<file path="src/rtl/gen_wb_pkg.sv">
// Shared types and helpers for the two-master Wishbone arbiter.
package gen_wb_pkg;

    typedef enum logic [1:0] {
        ST_IDLE = 2'd0,
        ST_OWN  = 2'd1,
        ST_TMO  = 2'd2
    } arb_state_e;

    // Bits needed to hold the value 'limit' (clog2(limit+1)), never less than 1.
    function automatic int cnt_width(input int limit);
        int w;
        w = 1;
        for (int i = 1; i < 31; i++) begin
            if (limit >= (1 << i)) begin
                w = i + 1;
            end
        end
        return w;
    endfunction

endpackage

</file>
<file path="src/rtl/gen_wb_watchdog.sv">
// Slave-response watchdog: counts stalled strobe cycles of the current owner
// and flags when the count reaches TIMEOUT with no response in that cycle.
module gen_wb_watchdog
    import gen_wb_pkg::*;
#(
    parameter int TIMEOUT = 255
) (
    input  logic clk,
    input  logic rst_n,
    input  logic clr_i,
    input  logic stall_i,
    input  logic resp_i,
    output logic fire_o
);

    localparam int CW = cnt_width(TIMEOUT);
    localparam logic [CW-1:0] LIMIT = CW'(TIMEOUT);
    localparam bit ENABLE = (TIMEOUT != 0);

    logic [CW-1:0] cnt_q;
    logic [CW-1:0] cnt_d;

    // Next count: a response or leaving ownership clears; stalls count up and stick at the limit.
    always_comb begin
        cnt_d = cnt_q;
        if (clr_i || resp_i) begin
            cnt_d = '0;
        end else if (stall_i && (cnt_q != LIMIT)) begin
            cnt_d = cnt_q + CW'(1);
        end
    end

    // Counter register.
    always_ff @(posedge clk or negedge rst_n) begin
        if (!rst_n) begin
            cnt_q <= '0;
        end else begin
            cnt_q <= cnt_d;
        end
    end

    // A response landing in the limit cycle wins over the timeout.
    assign fire_o = ENABLE && (cnt_q == LIMIT) && !resp_i && !clr_i;

endmodule

</file>
<file path="src/rtl/gen_arb_wb.sv">
// Two-master round-robin Wishbone arbiter with bus lock and response watchdog.
module gen_arb_wb
    import gen_wb_pkg::*;
#(
    parameter int DATA_WIDTH   = 32,
    parameter int ADDR_WIDTH   = 32,
    parameter int SELECT_WIDTH = DATA_WIDTH / 8,
    parameter int TIMEOUT      = 255
) (
    input  logic                    clk,
    input  logic                    rst_n,
    input  logic [ADDR_WIDTH-1:0]   wbm0_adr_i,
    input  logic [DATA_WIDTH-1:0]   wbm0_dat_i,
    input  logic                    wbm0_we_i,
    input  logic [SELECT_WIDTH-1:0] wbm0_sel_i,
    input  logic                    wbm0_stb_i,
    input  logic                    wbm0_cyc_i,
    output logic [DATA_WIDTH-1:0]   wbm0_dat_o,
    output logic                    wbm0_ack_o,
    output logic                    wbm0_err_o,
    output logic                    wbm0_rty_o,
    input  logic [ADDR_WIDTH-1:0]   wbm1_adr_i,
    input  logic [DATA_WIDTH-1:0]   wbm1_dat_i,
    input  logic                    wbm1_we_i,
    input  logic [SELECT_WIDTH-1:0] wbm1_sel_i,
    input  logic                    wbm1_stb_i,
    input  logic                    wbm1_cyc_i,
    output logic [DATA_WIDTH-1:0]   wbm1_dat_o,
    output logic                    wbm1_ack_o,
    output logic                    wbm1_err_o,
    output logic                    wbm1_rty_o,
    output logic [ADDR_WIDTH-1:0]   wbs_adr_o,
    output logic [DATA_WIDTH-1:0]   wbs_dat_o,
    output logic                    wbs_we_o,
    output logic [SELECT_WIDTH-1:0] wbs_sel_o,
    output logic                    wbs_stb_o,
    output logic                    wbs_cyc_o,
    input  logic [DATA_WIDTH-1:0]   wbs_dat_i,
    input  logic                    wbs_ack_i,
    input  logic                    wbs_err_i,
    input  logic                    wbs_rty_i,
    output logic [1:0]              gnt_o,
    output logic                    tmo_o
);

    arb_state_e state_q, state_d;
    logic       own_q, own_d;    // index of the granted master
    logic       last_q, last_d;  // master that owned the bus most recently

    logic own_cyc;
    logic own_stb;
    logic resp;
    logic fire;

    assign own_cyc = own_q ? wbm1_cyc_i : wbm0_cyc_i;
    assign own_stb = own_q ? wbm1_stb_i : wbm0_stb_i;
    assign resp    = wbs_ack_i | wbs_err_i | wbs_rty_i;

    gen_wb_watchdog #(
        .TIMEOUT (TIMEOUT)
    ) u_watchdog (
        .clk     (clk),
        .rst_n   (rst_n),
        .clr_i   (state_q != ST_OWN),
        .stall_i ((state_q == ST_OWN) && own_stb && !resp),
        .resp_i  (resp),
        .fire_o  (fire)
    );

    // Arbitration: round-robin on contention, hold while owner keeps cyc, one-cycle timeout state.
    always_comb begin
        state_d = state_q;
        own_d   = own_q;
        last_d  = last_q;
        unique case (state_q)
            ST_IDLE: begin
                if (wbm0_cyc_i && wbm1_cyc_i) begin
                    own_d   = ~last_q;
                    state_d = ST_OWN;
                end else if (wbm0_cyc_i) begin
                    own_d   = 1'b0;
                    state_d = ST_OWN;
                end else if (wbm1_cyc_i) begin
                    own_d   = 1'b1;
                    state_d = ST_OWN;
                end
            end
            ST_OWN: begin
                if (!own_cyc) begin
                    state_d = ST_IDLE;
                    last_d  = own_q;
                end else if (fire) begin
                    state_d = ST_TMO;
                end
            end
            ST_TMO: begin
                state_d = ST_IDLE;
                last_d  = own_q;
            end
            default: begin
                state_d = ST_IDLE;
            end
        endcase
    end

    // FSM registers; reset leaves master 1 as last owner so master 0 wins first.
    always_ff @(posedge clk or negedge rst_n) begin
        if (!rst_n) begin
            state_q <= ST_IDLE;
            own_q   <= 1'b0;
            last_q  <= 1'b1;
        end else begin
            state_q <= state_d;
            own_q   <= own_d;
            last_q  <= last_d;
        end
    end

    // Bus muxing: owner connects straight through; everyone else sees zeros.
    always_comb begin
        wbs_adr_o  = '0;
        wbs_dat_o  = '0;
        wbs_we_o   = 1'b0;
        wbs_sel_o  = '0;
        wbs_stb_o  = 1'b0;
        wbs_cyc_o  = 1'b0;
        wbm0_dat_o = '0;
        wbm0_ack_o = 1'b0;
        wbm0_err_o = 1'b0;
        wbm0_rty_o = 1'b0;
        wbm1_dat_o = '0;
        wbm1_ack_o = 1'b0;
        wbm1_err_o = 1'b0;
        wbm1_rty_o = 1'b0;
        if (state_q == ST_OWN) begin
            if (own_q) begin
                wbs_adr_o  = wbm1_adr_i;
                wbs_dat_o  = wbm1_dat_i;
                wbs_we_o   = wbm1_we_i;
                wbs_sel_o  = wbm1_sel_i;
                wbs_stb_o  = wbm1_stb_i;
                wbs_cyc_o  = wbm1_cyc_i;
                wbm1_dat_o = wbs_dat_i;
                wbm1_ack_o = wbs_ack_i;
                wbm1_err_o = wbs_err_i;
                wbm1_rty_o = wbs_rty_i;
            end else begin
                wbs_adr_o  = wbm0_adr_i;
                wbs_dat_o  = wbm0_dat_i;
                wbs_we_o   = wbm0_we_i;
                wbs_sel_o  = wbm0_sel_i;
                wbs_stb_o  = wbm0_stb_i;
                wbs_cyc_o  = wbm0_cyc_i;
                wbm0_dat_o = wbs_dat_i;
                wbm0_ack_o = wbs_ack_i;
                wbm0_err_o = wbs_err_i;
                wbm0_rty_o = wbs_rty_i;
            end
        end else if (state_q == ST_TMO) begin
            if (own_q) begin
                wbm1_err_o = 1'b1;
            end else begin
                wbm0_err_o = 1'b1;
            end
        end
    end

    assign gnt_o = (state_q == ST_IDLE) ? 2'b00 : (own_q ? 2'b10 : 2'b01);
    assign tmo_o = (state_q == ST_TMO);

endmodule

</file>
<file path="config.mk">
export PLATFORM = sky130hd
export DESIGN_NAME = gen_arb_wb
export DESIGN_NICKNAME = d
export VERILOG_FILES = /design/src/rtl/gen_wb_pkg.sv /design/src/rtl/gen_wb_watchdog.sv /design/src/rtl/gen_arb_wb.sv
export SDC_FILE = /design/constraint.sdc
export NUM_CORES = 1
export LEC_CHECK = 0
export BUFFER_PORTS_ARGS = -buffer_cell sky130_fd_sc_hd__buf_2
export CORE_AREA = 5 5 121 123
export DETAILED_ROUTE_END_ITERATION = 8
export DIE_AREA = 0 0 126 128
export GPL_ROUTABILITY_DRIVEN = 0
export HOLD_SLACK_MARGIN = 0.1
export PLACE_DENSITY_LB_ADDON = 0.2
export SYNTH_ARGS = -nofsm -noshare
export SYNTH_HDL_FRONTEND = slang
export SYNTH_HIERARCHICAL = 1
export SYNTH_SLANG_ARGS = --single-unit
</file>
<file path="constraint.sdc">
create_clock -name clk -period 4.11 [get_ports clk]
set_input_delay 0.822 -clock clk [delete_from_list [all_inputs] [get_ports clk]]
set_output_delay 0.822 -clock clk [all_outputs]
set_load 0.005 [all_outputs]
</file>
# Word-level counts from Yosys, hierarchy flattened

Cells that the tools add are included.

Register bits after elaboration: 12
Bits of input ports: 179

Muxes and demuxes: 47
Equal/unequal tests: 8
Reduce and logical (&&, ||, !) cells: 16
Add/subtract/negate cells: 1
Bitwise operators: 3

Operator list:

| kind                                                                     | number |
|---|---|
| 32-bit two-way mux                                                       | 8 |
| 1-bit two-way mux                                                        | 26 |
| 8-bit two-way mux                                                        | 2 |
| 2-bit two-way mux                                                        | 7 |
| 8-bit by 1-bit adder with 8-bit output (second input constant)           | 1 |
| 8-bit == test (second input constant)                                    | 1 |
| 4-bit two-way mux                                                        | 2 |
| 8-bit inequality test (second input constant)                            | 1 |
| 1-bit logical AND                                                        | 6 |
| 2-bit AND reduction                                                      | 3 |
| 4-bit inequality test (second input constant)                            | 1 |
| 2-bit case mux with 2 select lines                                       | 1 |
| 2-bit nonzero test                                                       | 2 |
| 3-bit inequality test (second input constant)                            | 1 |
| 3-bit nonzero test                                                       | 1 |
| 2-bit by 1-bit == test with 1-bit output (second input constant)         | 1 |
| 2-bit == test (second input constant)                                    | 1 |
| 1-bit logical NOT                                                        | 2 |
| 2-bit logical NOT                                                        | 1 |
| 2-bit by 1-bit inequality test with 1-bit output (second input constant) | 1 |
| 2-bit inequality test (second input constant)                            | 1 |
| 1-bit OR                                                                 | 2 |
| 1-bit case mux with 2 select lines                                       | 1 |
| 1-bit logical OR                                                         | 1 |
| 1-bit NOT                                                                | 1 |

# Longest topological paths before layout

Depth after elaboration: 8
Gate-level depth with buffers: 10

# Modules after synthesis

The synthesis kept the hierarchy.

By module, submodules not included:

| module          | area an instance (µm²) | instances | cells an instance | sequential area each (µm²) |
|---|---|---|---|---|
| gen_arb_wb      | 1851.8                 | 1         | 269               | 101.3 |
| gen_wb_watchdog | 461.7                  | 1         | 48                | 200.2 |

# Least setup slack after synthesis

OpenSTA, ideal clock, no wires.

Kind: in2reg
Start: in wbs_ack_i
End: reg u_watchdog.cnt_q[6]
Data required time: 3988 ps
Setup slack: 1672 ps
Buffers on the path: 0
Cell stages on the path: 5
Arrival: 2316 ps
Cell sequence: or3_1 -> nor3_1 -> and3_1 -> a41oi_1 -> a2111oi_1

Cells in the longest elaborated chain, start to end: 6
Elaborated cells on any way between the ends: 8
Classes of those cells: mux: 1; bitwise: 2; reduce/logical: 5

RTL lines:

| element                             | RTL line              | source |
|---|---|---|
| from (decl)                         | gen_arb_wb.sv:39      | `input logic wbs_ack_i,` |
| 1-bit OR * (2 in series)            | gen_arb_wb.sv:57      | `assign resp = wbs_ack_i \| wbs_err_i \| wbs_rty_i;` |
| 1-bit logical NOT                   | gen_arb_wb.sv:65      | `.stall_i ((state_q == ST_OWN) && own_stb && !resp),` |
| 1-bit logical AND                   | gen_arb_wb.sv:65      |  |
| 1-bit logical AND                   | gen_wb_watchdog.sv:28 | `end else if (stall_i && (cnt_q != LIMIT)) begin` |
| 2-bit nonzero test (no source line) | --                    |  |
| to (signal assigned)                | gen_wb_watchdog.sv:38 | `cnt_q <= cnt_d;` |
| to (decl)                           | gen_wb_watchdog.sv:20 | `logic [CW-1:0] cnt_q;` |

Mark *: on every way between the ends. The rest lies on a longest branch, timed or not.
A chain may end at the register's enable or synchronous reset.

# Final worst setup path

Start: reg own_q
End: out wbm0_dat_o[16]

Cells in the longest elaborated chain, start to end: 2

RTL lines:

| element                | RTL line          | source |
|---|---|---|
| from (decl)            | gen_arb_wb.sv:47  | `logic own_q, own_d;` |
| from (signal assigned) | gen_arb_wb.sv:114 | `own_q <= own_d;` |
| 32-bit two-way mux     | gen_arb_wb.sv:136 | `if (own_q) begin` |
| 32-bit two-way mux     | gen_arb_wb.sv:135 | `if (state_q == ST_OWN) begin` |
| to (decl)              | gen_arb_wb.sv:18  | `output logic [DATA_WIDTH-1:0] wbm0_dat_o,` |

Every way passes these cells.

==> impl_metrics.csv <==
group,metric,value,unit
sta,hold_slack,0.4611,ns
detailed_routing,detail_route.wl_per_cell,14.66,µm
run_status,run_status,"complete, no violations",
final_layout,insertedDiodeCount,0,
critical_path,worst_path_max_delay_cell,"and2b_1",
synthesis,synth.largest_area_cell,"mux2i_1",
pwr,power.leakage,2.638,nW
sta,grt_setup_unrepaired,"false",
sta,report.final.slew_viol_count,0,
clock_network,cts_setup_buffers,0,
final_layout,area.growth.synth_to_final,78.64,%
placed_design,postPlaceCellArea,0.004044,mm²
floorplan,initial_utilization,17.06,%
clock_network,cts_tree,"yes",
final_layout,layout.nets,804,
critical_path,timing_worst_setup_path_type,"register to primary output",
clock_network,count_of_h_tree_levels_built_during_cts,1,
detailed_routing,ant_nets,0,
final_layout,finalInstanceArea,0.004133,mm²
synthesis,number_of_synthesized_flops_with_an_enable_pin,0,
global_route,grt.total_usage,12.93,%
global_route,maximum_number_of_pins_on_one_net_before_global_route_repair,69,
floorplan,dieArea,0.01613,mm²
synthesis,distinct_cell_type_count_after_synthesis,41,
synthesis,syn-num-nets,501,
final_layout,post_route_cells_drive_above_1_share,54.12,%
synthesis,yosysWarnings,6,
critical_path,critical_path.cell_chain,"and2b_1 > and2_1 > buf_2",
detailed_routing,vias_per_cell,4.228,
critical_path,crit_path_start,"own_q$_DFFE_PN0P_",
pwr,overall_power_of_the_completed_layout,2.061,mW
critical_path,cpPeakStageDelay,0.87,ns
clock_network,cts_max_path_buffers,2,
pwr,p_per_area,498.7,mW/mm²
clock_network,cts.hold.buffers_added,0,
clock_network,clock_latency,0.24,ns
critical_path,endpoint,"wbm0_dat_o[16]",
detailed_routing,detailedRoute.firstIterationViolations,149,
synthesis,synth_seq_area_share,13.03,%
global_route,first_pass_grt_wire_length,17.24,mm
final_layout,nFillCells,1470,
critical_path,cp_num_buf_inv,1,
synthesis,synthDominantCellAreaShare,32.45,%
synthesis,syn-instance-count,317,
synthesis,yosys-top-cells-area,"mux2i_1 (32%), nor2_1 (12%), dfrtp_1 (12%)",
floorplan,fp.dieH,128,µm
critical_path,data_required_time_of_the_worst_path,3.29,ns
synthesis,async_flop_share,100.0,%
critical_path,worst_r2r_path_depth,5,
sta,timing.final.setup_violations,0,
sta,timing.clock.skew,0.005441,ns
floorplan,die_w,126,µm
synthesis,synth_area_per_cell,7.298,µm²
critical_path,critical_path_peak_fanout,68,
synthesis,mappedNetlistArea,0.002313,mm²
critical_path,cp.depth,3,
synthesis,postSynthRegisterBits,12,
floorplan,boundaryPins,323,
job,timing.max_cap.violations,0,
global_route,first_global_vias,3301,
critical_path,r2r_slack,1.62,ns
detailed_routing,detail_route.wirelength,11.71,mm
critical_path,cp.arrival,2.25,ns
hold_path,worst_min_path_class,"input port to asynchronous set/reset pin",
sta,report.final.hold_viol_count,0,
sta,timing_worst_slew_pin_value,0.8394,ns
detailed_routing,final_routed_drc_violation_total,0,
global_route,antenna_found_initial,0,
floorplan,fp.coreArea,0.01356,mm²
placed_design,count_of_placed_standard_cells_including_taps,795,
sta,setup-tns-final,0,ns
clock_network,path_clk_slew,0.05,ns
sta,fmax,325.4,MHz
sta,final_period_minus_worst_setup_slack,3.073,ns
sta,fin_crit_sh,74.77,%
global_route,residual_overflow_from_global_routing,0,
placed_design,numPortBuffers,322,
clock_network,cts-buffers-inserted,3,
final_layout,layout.cells.non_filler,799,
pwr,max-vdd-ir-drop,207.8,µV
sta,max_slew_margin,44.04,%
detailed_routing,routed-via-count,3378,
critical_path,critical-path-top-delay-family,"simple AND/OR/NAND/NOR gates",
floorplan,fp-row-count,43,
critical_path,start_kind,"register",
critical_path,critical_path.reg2reg.startpoint,"own_q$_DFFE_PN0P_",
synthesis,synthFlopType,"dfrtp_1",
detailed_routing,detailedRoute.firstPassIterationCount,4,
clock_network,cts_resized,0,
clock_network,clockRootBuffer,"clkbuf_16",
placed_design,detailed_place_hpwl,9.967,mm
critical_path,setup.worst_path.end_class,"primary output",
clock_network,numClockSinks,12,
critical_path,crit-reg2reg-capture,"u_watchdog/cnt_q[5]$_DFFE_PN0P_",
==> kinds of logic (layout without fill, tap and decap cells) <==
logic type / count (synthesis) / in the layout / share of synthesized area [%]
adders and majority gates: 5 / 5 / 2.704
and+or+nand+nor: 174 / 174 / 38.18
AOI/OAI and AO/OA: 17 / 17 / 5.301
muxes: 77 / 77 / 33.53
DFF: 12 / 12 / 13.03
buffers and inverters: 32 / 334 / 7.247
==> area by class of cell <==
type                    count  area (µm²)  share of cell area, %
multi-input cells         273        1844                  44.63
inverters                   4       15.01                 0.3633
clock buffers               4       88.84                  2.150
flip-flops and latches     12       305.3                  7.387
repair buffers            326        1654                  40.02
well taps                 180       225.2                  5.450
==> routing by layer <==
layer	vias to the layer above	routed length (µm)	track usage, %
li1	1699	-	-
met1	1473	4458	14.52
met2	188	6014	24.32
met3	18	1032	3.500
met4	0	205	2.902
met5	-	0	0
==> how the worst min path moves through the flow <==
stage | cells past startpoint | slack [ns] | to | from
global placement | 1 | 0.50 | u_watchdog/cnt_q[6]$_DFFE_PN0P_ | u_watchdog/cnt_q[6]$_DFFE_PN0P_
detailed placement | 1 | 0.50 | u_watchdog/cnt_q[6]$_DFFE_PN0P_ | u_watchdog/cnt_q[6]$_DFFE_PN0P_
CTS | 1 | 0.47 | u_watchdog/cnt_q[5]$_DFFE_PN0P_ | rst_n
finish | 1 | 0.46 | u_watchdog/cnt_q[5]$_DFFE_PN0P_ | rst_n
floorplan | 1 | 0.47 | u_watchdog/cnt_q[6]$_DFFE_PN0P_ | u_watchdog/cnt_q[6]$_DFFE_PN0P_
global route | 1 | 0.49 | u_watchdog/cnt_q[3]$_DFFE_PN0P_ | rst_n
==> sequential cells by signal, indices dropped and copies added, names as in the netlist <==
signal and count:
last_q 1, own_q 1, state_q 2, u_watchdog/cnt_q 8
==> power by group <==
part / internal (mW) / total, mW / switching [mW]
Combinational: 0.809 / 1.60 / 0.793
Sequential: 0.139 / 0.261 / 0.121
Clock: 0.147 / 0.199 / 0.0518
==> stage by stage <==
stage	worst slack (ns)	util [%]
floorplan	1.672	-
global placement	1.310	29.83
detailed placement	1.274	29.83
CTS	1.010	30.48
global route	0.8246	30.48
finish	1.037	30.48
==> worst register-to-register path, delay by kind of cell (launching register included) <==
| kind | cells | cell delay [ns] |
|---|---|---|
| flops | 1 | 0.90 |
| simple gates | 2 | 0.70 |
| mux | 2 | 0.47 |
| compound gates | 1 | 0.34 |
==> Yosys cell counts (all sizes together), types with 2 or more instances <==
cell type  count
a21oi          4
and2          34
and3          37
buf           15
clkbuf        13
dfrtp         11
ha             5
inv            4
mux2i         76
nand2         11
nand4          3
nor2          74
nor2b          2
nor3           2
o21ai          3
or3            4
==> cells in the final DEF (no fill, tap or decap), types with 2 or more instances in the layout <==
cell       netlist  layout
nand2_1         11      11
or3_1            4       4
a21oi_1          4       4
ha_1             5       5
buf_2            6     322
inv_1            4       3
mux2i_1         75      75
o21ai_0          2       2
nor2_1          74      74
and2_1          34      34
nand4_1          3       3
nor2b_1          2       2
and3_1          36      36
dfrtp_1         11      10
buf_4            8       3
nor3_1           2       2
clkbuf_16        0       3
(Power assumes the default switching activity.)
